## src/rtl/uart_pkg.sv

```systemverilog
// Shared UART definitions for the Tx and Rx paths.
// Optional feature macro: UART_TX_PARITY_EN (adds an even-parity bit after the data bits).
package uart_pkg;

    localparam int DATA_BITS = 8;

`ifdef UART_TX_PARITY_EN
    localparam bit PARITY_EN = 1'b1;
`else
    localparam bit PARITY_EN = 1'b0;
`endif

    typedef enum logic [2:0] {
        IDLE   = 3'd0,
        START  = 3'd1,
        DATA   = 3'd2,
`ifdef UART_TX_PARITY_EN
        PARITY = 3'd3,
`endif
        STOP   = 3'd4
    } state_t;

    // Truncating division; Rx and Tx must agree on this exactly.
    function automatic int clks_per_bit(input int sys_clk, input int baud_rate);
        return sys_clk / baud_rate;
    endfunction

endpackage

```

## src/rtl/uart_baud_gen.sv

```systemverilog
// Bit-period counter: bit_done marks the last clock of each bit period.
// Synchronous clear lets the FSM restart the period on every state change.
module uart_baud_gen #(
    parameter int CLKS_PER_BIT = 434
) (
    input  logic clk,
    input  logic rst,
    input  logic clear,
    output logic bit_done
);

    localparam int CNT_W = $clog2(CLKS_PER_BIT);

    logic [CNT_W-1:0] count;

    always_ff @(posedge clk) begin
        if (rst || clear) begin
            count <= '0;
        end else begin
            count <= count + CNT_W'(1);
        end
    end

    assign bit_done = (count == CNT_W'(CLKS_PER_BIT - 1));

endmodule

```

## src/rtl/uart_tx.sv

```systemverilog
// UART transmitter: valid/ready byte input, start + 8 data bits LSB-first + stop.
// Optional feature macro: UART_TX_PARITY_EN inserts an even-parity bit before stop.
module uart_tx
    import uart_pkg::*;
#(
    parameter int SYS_CLK   = 50000000,
    parameter int BAUD_RATE = 115200
) (
    input  logic       clk,
    input  logic       rst,
    input  logic       i_tx_valid,
    input  logic [7:0] i_tx_d,
    output logic       o_tx_ready,
    output logic       o_tx_d,
    output logic       o_tx_busy,
    output logic       o_tx_complete
);

    localparam int CLKS_PER_BIT = clks_per_bit(SYS_CLK, BAUD_RATE);
    localparam int BIT_W        = $clog2(DATA_BITS);

    if (CLKS_PER_BIT < 2) begin : g_cpb_check
        $error("uart_tx: CLKS_PER_BIT must be at least 2");
    end

    state_t                 state;
    logic [DATA_BITS-1:0]   shift_reg;
    logic [BIT_W-1:0]       bit_cnt;
    logic                   bit_done;
    logic                   baud_clear;
`ifdef UART_TX_PARITY_EN
    logic                   parity_bit;
`endif

    // Every non-idle transition happens on bit_done, so clearing on it restarts each bit cleanly.
    assign baud_clear = (state == IDLE) || bit_done;

    uart_baud_gen #(
        .CLKS_PER_BIT(CLKS_PER_BIT)
    ) u_baud_gen (
        .clk      (clk),
        .rst      (rst),
        .clear    (baud_clear),
        .bit_done (bit_done)
    );

    // NOTE: sequential state uses non-blocking assignments only, so every read sees the pre-edge value.
    always_ff @(posedge clk) begin
        if (rst) begin
            // NOTE: the shift register is reset too; it is a handful of flops, not a memory array.
            state         <= IDLE;
            shift_reg     <= '0;
            bit_cnt       <= '0;
            o_tx_d        <= 1'b1;
            o_tx_ready    <= 1'b1;
            o_tx_busy     <= 1'b0;
            o_tx_complete <= 1'b0;
`ifdef UART_TX_PARITY_EN
            parity_bit    <= 1'b0;
`endif
        end else begin
            o_tx_complete <= 1'b0;
            case (state)
                IDLE: begin
                    o_tx_d     <= 1'b1;
                    o_tx_ready <= 1'b1;
                    o_tx_busy  <= 1'b0;
                    if (i_tx_valid) begin
                        shift_reg  <= i_tx_d;
`ifdef UART_TX_PARITY_EN
                        parity_bit <= ^i_tx_d;
`endif
                        bit_cnt    <= '0;
                        o_tx_d     <= 1'b0;
                        o_tx_ready <= 1'b0;
                        o_tx_busy  <= 1'b1;
                        state      <= START;
                    end
                end

                START: begin
                    if (bit_done) begin
                        o_tx_d    <= shift_reg[0];
                        shift_reg <= shift_reg >> 1;
                        state     <= DATA;
                    end
                end

                DATA: begin
                    if (bit_done) begin
                        if (bit_cnt == BIT_W'(DATA_BITS - 1)) begin
`ifdef UART_TX_PARITY_EN
                            o_tx_d <= parity_bit;
                            state  <= PARITY;
`else
                            o_tx_d <= 1'b1;
                            state  <= STOP;
`endif
                        end else begin
                            bit_cnt   <= bit_cnt + BIT_W'(1);
                            o_tx_d    <= shift_reg[0];
                            shift_reg <= shift_reg >> 1;
                        end
                    end
                end

`ifdef UART_TX_PARITY_EN
                PARITY: begin
                    if (bit_done) begin
                        o_tx_d <= 1'b1;
                        state  <= STOP;
                    end
                end
`endif

                STOP: begin
                    if (bit_done) begin
                        o_tx_d        <= 1'b1;
                        o_tx_ready    <= 1'b1;
                        o_tx_busy     <= 1'b0;
                        o_tx_complete <= 1'b1;
                        state         <= IDLE;
                    end
                end

                default: begin
                    o_tx_d     <= 1'b1;
                    o_tx_ready <= 1'b1;
                    o_tx_busy  <= 1'b0;
                    state      <= IDLE;
                end
            endcase
        end
    end

endmodule

```

## config.mk

```make
export PLATFORM = sky130hd
export DESIGN_NAME = uart_tx
export DESIGN_NICKNAME = d
export VERILOG_FILES = /design/src/rtl/uart_pkg.sv /design/src/rtl/uart_baud_gen.sv /design/src/rtl/uart_tx.sv
export SDC_FILE = /design/constraint.sdc
export NUM_CORES = 1
export LEC_CHECK = 0
export ABC_CLOCK_PERIOD_IN_PS = 2000
export BUFFER_PORTS_ARGS = -buffer_cell sky130_fd_sc_hd__buf_2
export CAP_MARGIN = 20
export CELL_PAD_IN_SITES_DETAIL_PLACEMENT = 1
export CELL_PAD_IN_SITES_GLOBAL_PLACEMENT = 1
export CORE_ASPECT_RATIO = 2
export CORE_MARGIN = 8
export CORE_UTILIZATION = 45
export CTS_BUF_LIST = sky130_fd_sc_hd__clkbuf_4 sky130_fd_sc_hd__clkbuf_8
export CTS_CLUSTER_SIZE = 14
export DETAILED_ROUTE_END_ITERATION = 12
export PLACE_DENSITY_LB_ADDON = 0.15
export SLEW_MARGIN = 20
export SYNTH_ARGS = -nofsm -noshare
export SYNTH_HDL_FRONTEND = slang
export SYNTH_SLANG_ARGS = --single-unit
```

## constraint.sdc

```tcl
create_clock -name clk -period 2 [get_ports clk]
set_input_delay 0.2 -clock clk [delete_from_list [all_inputs] [get_ports clk]]
set_output_delay 0.2 -clock clk [all_outputs]
set_load 0.02 [all_outputs]
```

==> reports/results.md <==
| Metric | This run |
|---|---|
| Power density over cell area | 671.6 nW/µm² |
| Compound-Gate Fraction of Synth Area | 21.77% |
| Average instance area after synthesis | 8.601 µm² |
| MaxCap Viol Count | 0 |
| Shortest period the worst path allows | 1.839 ns |
| Number of flip-flops and latches in the synthesized netlist | 27 |
| Synthesis Warnings | 0 |
| Accumulated negative setup slack | 0 ns |
| Final worst clock skew | 0.005780 ns |
| Final routed DRC violation total | 0 |
| Antenna diode count | 0 |
| Die Outline Area | 5166 µm² |
| Setup WS pre-CTS | 0.04927 ns |
| GP Congestion | 0.8087 |
| Headroom to the max-slew limit | 67.85% |
| Nets in the synthesized netlist | 174 |
| Dominant combinational cell family by area after synthesis | compound AO/OA/AOI/OAI gates |
| Std-Cell Rows | 28 |
| Peak VDD IR | 542.7 µV |
| Starting utilization of the core area | 46.47% |
| Number of iterations in the first detailed-routing pass | 4 |
| Vias per Instance | 6.020 |
| Reported leakage power | 0.5685 nW |
| Seq/Total Area, Yosys | 39.52% |
| Type of the worst min-delay path | in -> reg |
| Pin slew with the least headroom to its limit | 0.4790 ns |
| Overall via count from detail_route | 1,210 |
| Maximum number of pins on one net before global-route repair | 22 |
| Result of the run | complete, no violations |
| Later-pin clock latency in the skew report | 0.27 ns |
| Chip height | 93.96 µm |
| Register-to-register setup slack | 0.16 ns |
| Count of nets left with antenna violations after detail routing | 0 |
| Global route total overflow | 0 |
| Launching element type of the critical path | flop |
| Clock Pin Slew Worst Setup and Hold Paths | 0.10 ns |
| Fillcell total | 365 |
| DR WL/cell | 17.48 µm |
| Total of hold buffers inserted after clock tree synthesis | 0 |
| Count of non-filler cells in the finished layout | 201 |
| Maximum fanout along the worst path | 13 |
| Adder and majority cell fraction of the synthesized area | 3.660% |
| Mapped cell area | 1368 µm² |
| Overall fraction of global-route tracks in use | 14.59% |
| Number of ports placed on the die boundary | 15 |
| Placed cell count | 197 |
| Unrepaired setup endpoints after global routing | no |
| Crit path kind | reg -> reg |
| Number of input and output port buffers inserted | 14 |
| Clock sink total | 27 |
| Number of setup buffers added after CTS | 0 |
| Count of mapped cells out of synthesis | 159 |
| Area Growth Syn to Fin | 10.89% |
| Iteration-0 DRC Markers | 24 |
| Total Routed Length | 3513 µm |
| Number of library cell types mapped by synthesis | 37 |
| Final setup viols | 0 |
| Fraction of final layout cells sized beyond drive strength 1 | 16.96% |
| Maximum clock frequency | 543.7 MHz |
| Kind of end point of the critical path | flop |
| Clock tree from TritonCTS | yes |
| Final worst-path cycle share | 91.96% |
| Max H-tree Level | 1 |
| Simple-gate share of the synthesized area | 21.04% |
| Placeable core region | 2943 µm² |
| Via count of the first global-routing pass | 1,271 |
| Die Wd | 54.98 µm |
| Hold slack | 0.1816 ns |
| PnR worst setup slack | 0.1607 ns |
| Signal arrival time at the worst endpoint | 1.98 ns |
| Number of antenna violations at the first check in global routing | 0 |
| Worst EP required | 2.14 ns |
| Number of nets in the finished design | 187 |
| Final hold vios | 0 |
| Xor and xnor area share after synthesis | 6.313% |
| Clock root cell | clkbuf_8 |
| Largest register FFs | 9 |
| Total half-perimeter wirelength after legalization and detailed placement | 2754 µm |
| Global-route wire length before repair | 5823 µm |
| Final Max Tran Viols | 0 |
| Buffer depth of the longest clock path | 2 |
| Num CTS Buffers | 3 |
| Proportion of synthesized area in mux cells | 1.464% |
| Total power after layout | 0.001018 W |
Yosys cell counts (all sizes together):
| library cell | number | share of area, % |
|---|---|---|
| and2 | 2 | 0.91 |
| and4bb | 1 | 0.91 |
| xor2 | 4 | 3.1 |
| a31oi | 3 | 1.4 |
| o2111a | 6 | 4.9 |
| o32ai | 1 | 0.64 |
| nand4 | 2 | 0.91 |
| clkbuf | 4 | 1.1 |
| or2 | 3 | 1.4 |
| and4b | 1 | 0.73 |
| buf | 6 | 2.4 |
| a21oi | 3 | 1.1 |
| nor3b | 1 | 0.55 |
| ha | 4 | 3.7 |
| nand4b | 2 | 1.3 |
| dfxtp | 27 | 40 |
| a2111oi | 1 | 0.64 |
| nand2b | 1 | 0.46 |
| a211oi | 11 | 6.0 |
| o21bai | 1 | 0.55 |
| xnor2 | 5 | 3.2 |
| and3 | 1 | 0.46 |
| nor3 | 4 | 1.5 |
| a211o | 3 | 1.9 |
| o21ai | 11 | 4.0 |
| inv | 10 | 2.7 |
| nand2 | 9 | 2.5 |
| a21o | 1 | 0.55 |
| nor2 | 15 | 4.1 |
| nor4b | 1 | 0.64 |
| mux2i | 2 | 1.5 |
| nand3 | 13 | 4.8 |
power by group:
group | internal, W | total, W | switching, W
registers | 0.000562 | 0.000578 | 0.0000162
clock network | 0.000139 | 0.000308 | 0.000169
logic | 0.0000551 | 0.000132 | 0.0000773
total | 0.000756 | 0.00102 | 0.000262
placed cells by master (no fill, tap or decap), types with 2 or more instances in the layout:
cell type  Yosys  final
nor2_1        15     15
nand2_1        9      9
nand3_1       13     13
o2111a_1       6      6
nand4_1        2      2
buf_2          5     14
a21oi_1        3      3
a211o_1        3      3
nor3_1         4      4
xnor2_1        5      5
or2_2          2      2
ha_1           4      4
a31oi_1        3      3
nand4b_1       2      2
inv_1          9      9
a211oi_1      11     10
clkbuf_8       0      3
mux2i_1        2      2
buf_4          1      4
xor2_1         3      3
dfxtp_1       27     27
o21ai_0       10     10
cells by family after synthesis:
group / Yosys count
AO/OA/AOI/OAI: 41
AND/OR/NAND/NOR: 56
flip-flops: 27
adder cells (fa/ha/maj): 4
buffers and inverters: 20
multiplexers: 2
XOR/XNOR: 9
layer usage:
| metal | global-route usage [%] | share of wire (%) |
|---|---|---|
| met4 | 5.040 | 1.6 |
| met5 | 0 | 0 |
| met3 | 2.857 | 2.9 |
| met2 | 28.33 | 59 |
| met1 | 13.59 | 37 |
critical path: stages, from the launching register on:
cell and delay (ns):
dfxtp_1 0.36, inv_1 0.05, ha_1 0.19, and4b_1 0.23, and2_2 0.29, o21ai_1 0.44, a211oi_1 0.15
repair_timing:
| action | in CTS | in global routing |
|---|---|---|
| resized for setup | 0 | 3 |
| endpoints found under the setup margin | 0 | 7 |
| hold endpoints to repair | 0 | 0 |
through the flow:
| stage | utilization [%] | area (µm²) |
|---|---|---|
| after floorplan | - | 1368 |
| after global placement | 49.53 | 1458 |
| after detailed placement | 49.53 | 1458 |
| after CTS | 51.11 | 1504 |
| after global routing | 51.53 | 1516 |
| final | 51.53 | 1516 |
layout make-up:
type	instances	area, µm²	area share [%]
clock buffer	3	41.29	2.723
inverter	10	37.54	2.475
clock inverter	1	5.005	0.3300
tap	30	37.54	2.475
sequential	27	540.5	35.64
timing repair buffer	18	100.1	6.601
multi-input combinational	112	754.5	49.75
path summary, 6_finish.rpt:
path / startpoint / end / cells after the start
max: u_baud_gen.count[1]$_SDFF_PP0_ / shift_reg[3]$_SDFFE_PP0P_ / 6
min: i_tx_d[7] / shift_reg[7]$_SDFFE_PP0P_ / 3
max reg2reg: u_baud_gen.count[1]$_SDFF_PP0_ / shift_reg[3]$_SDFFE_PP0P_ / 6
min reg2reg: shift_reg[0]$_SDFFE_PP0P_ / shift_reg[0]$_SDFFE_PP0P_ / 2
Power figures use the tool's default switching activity.
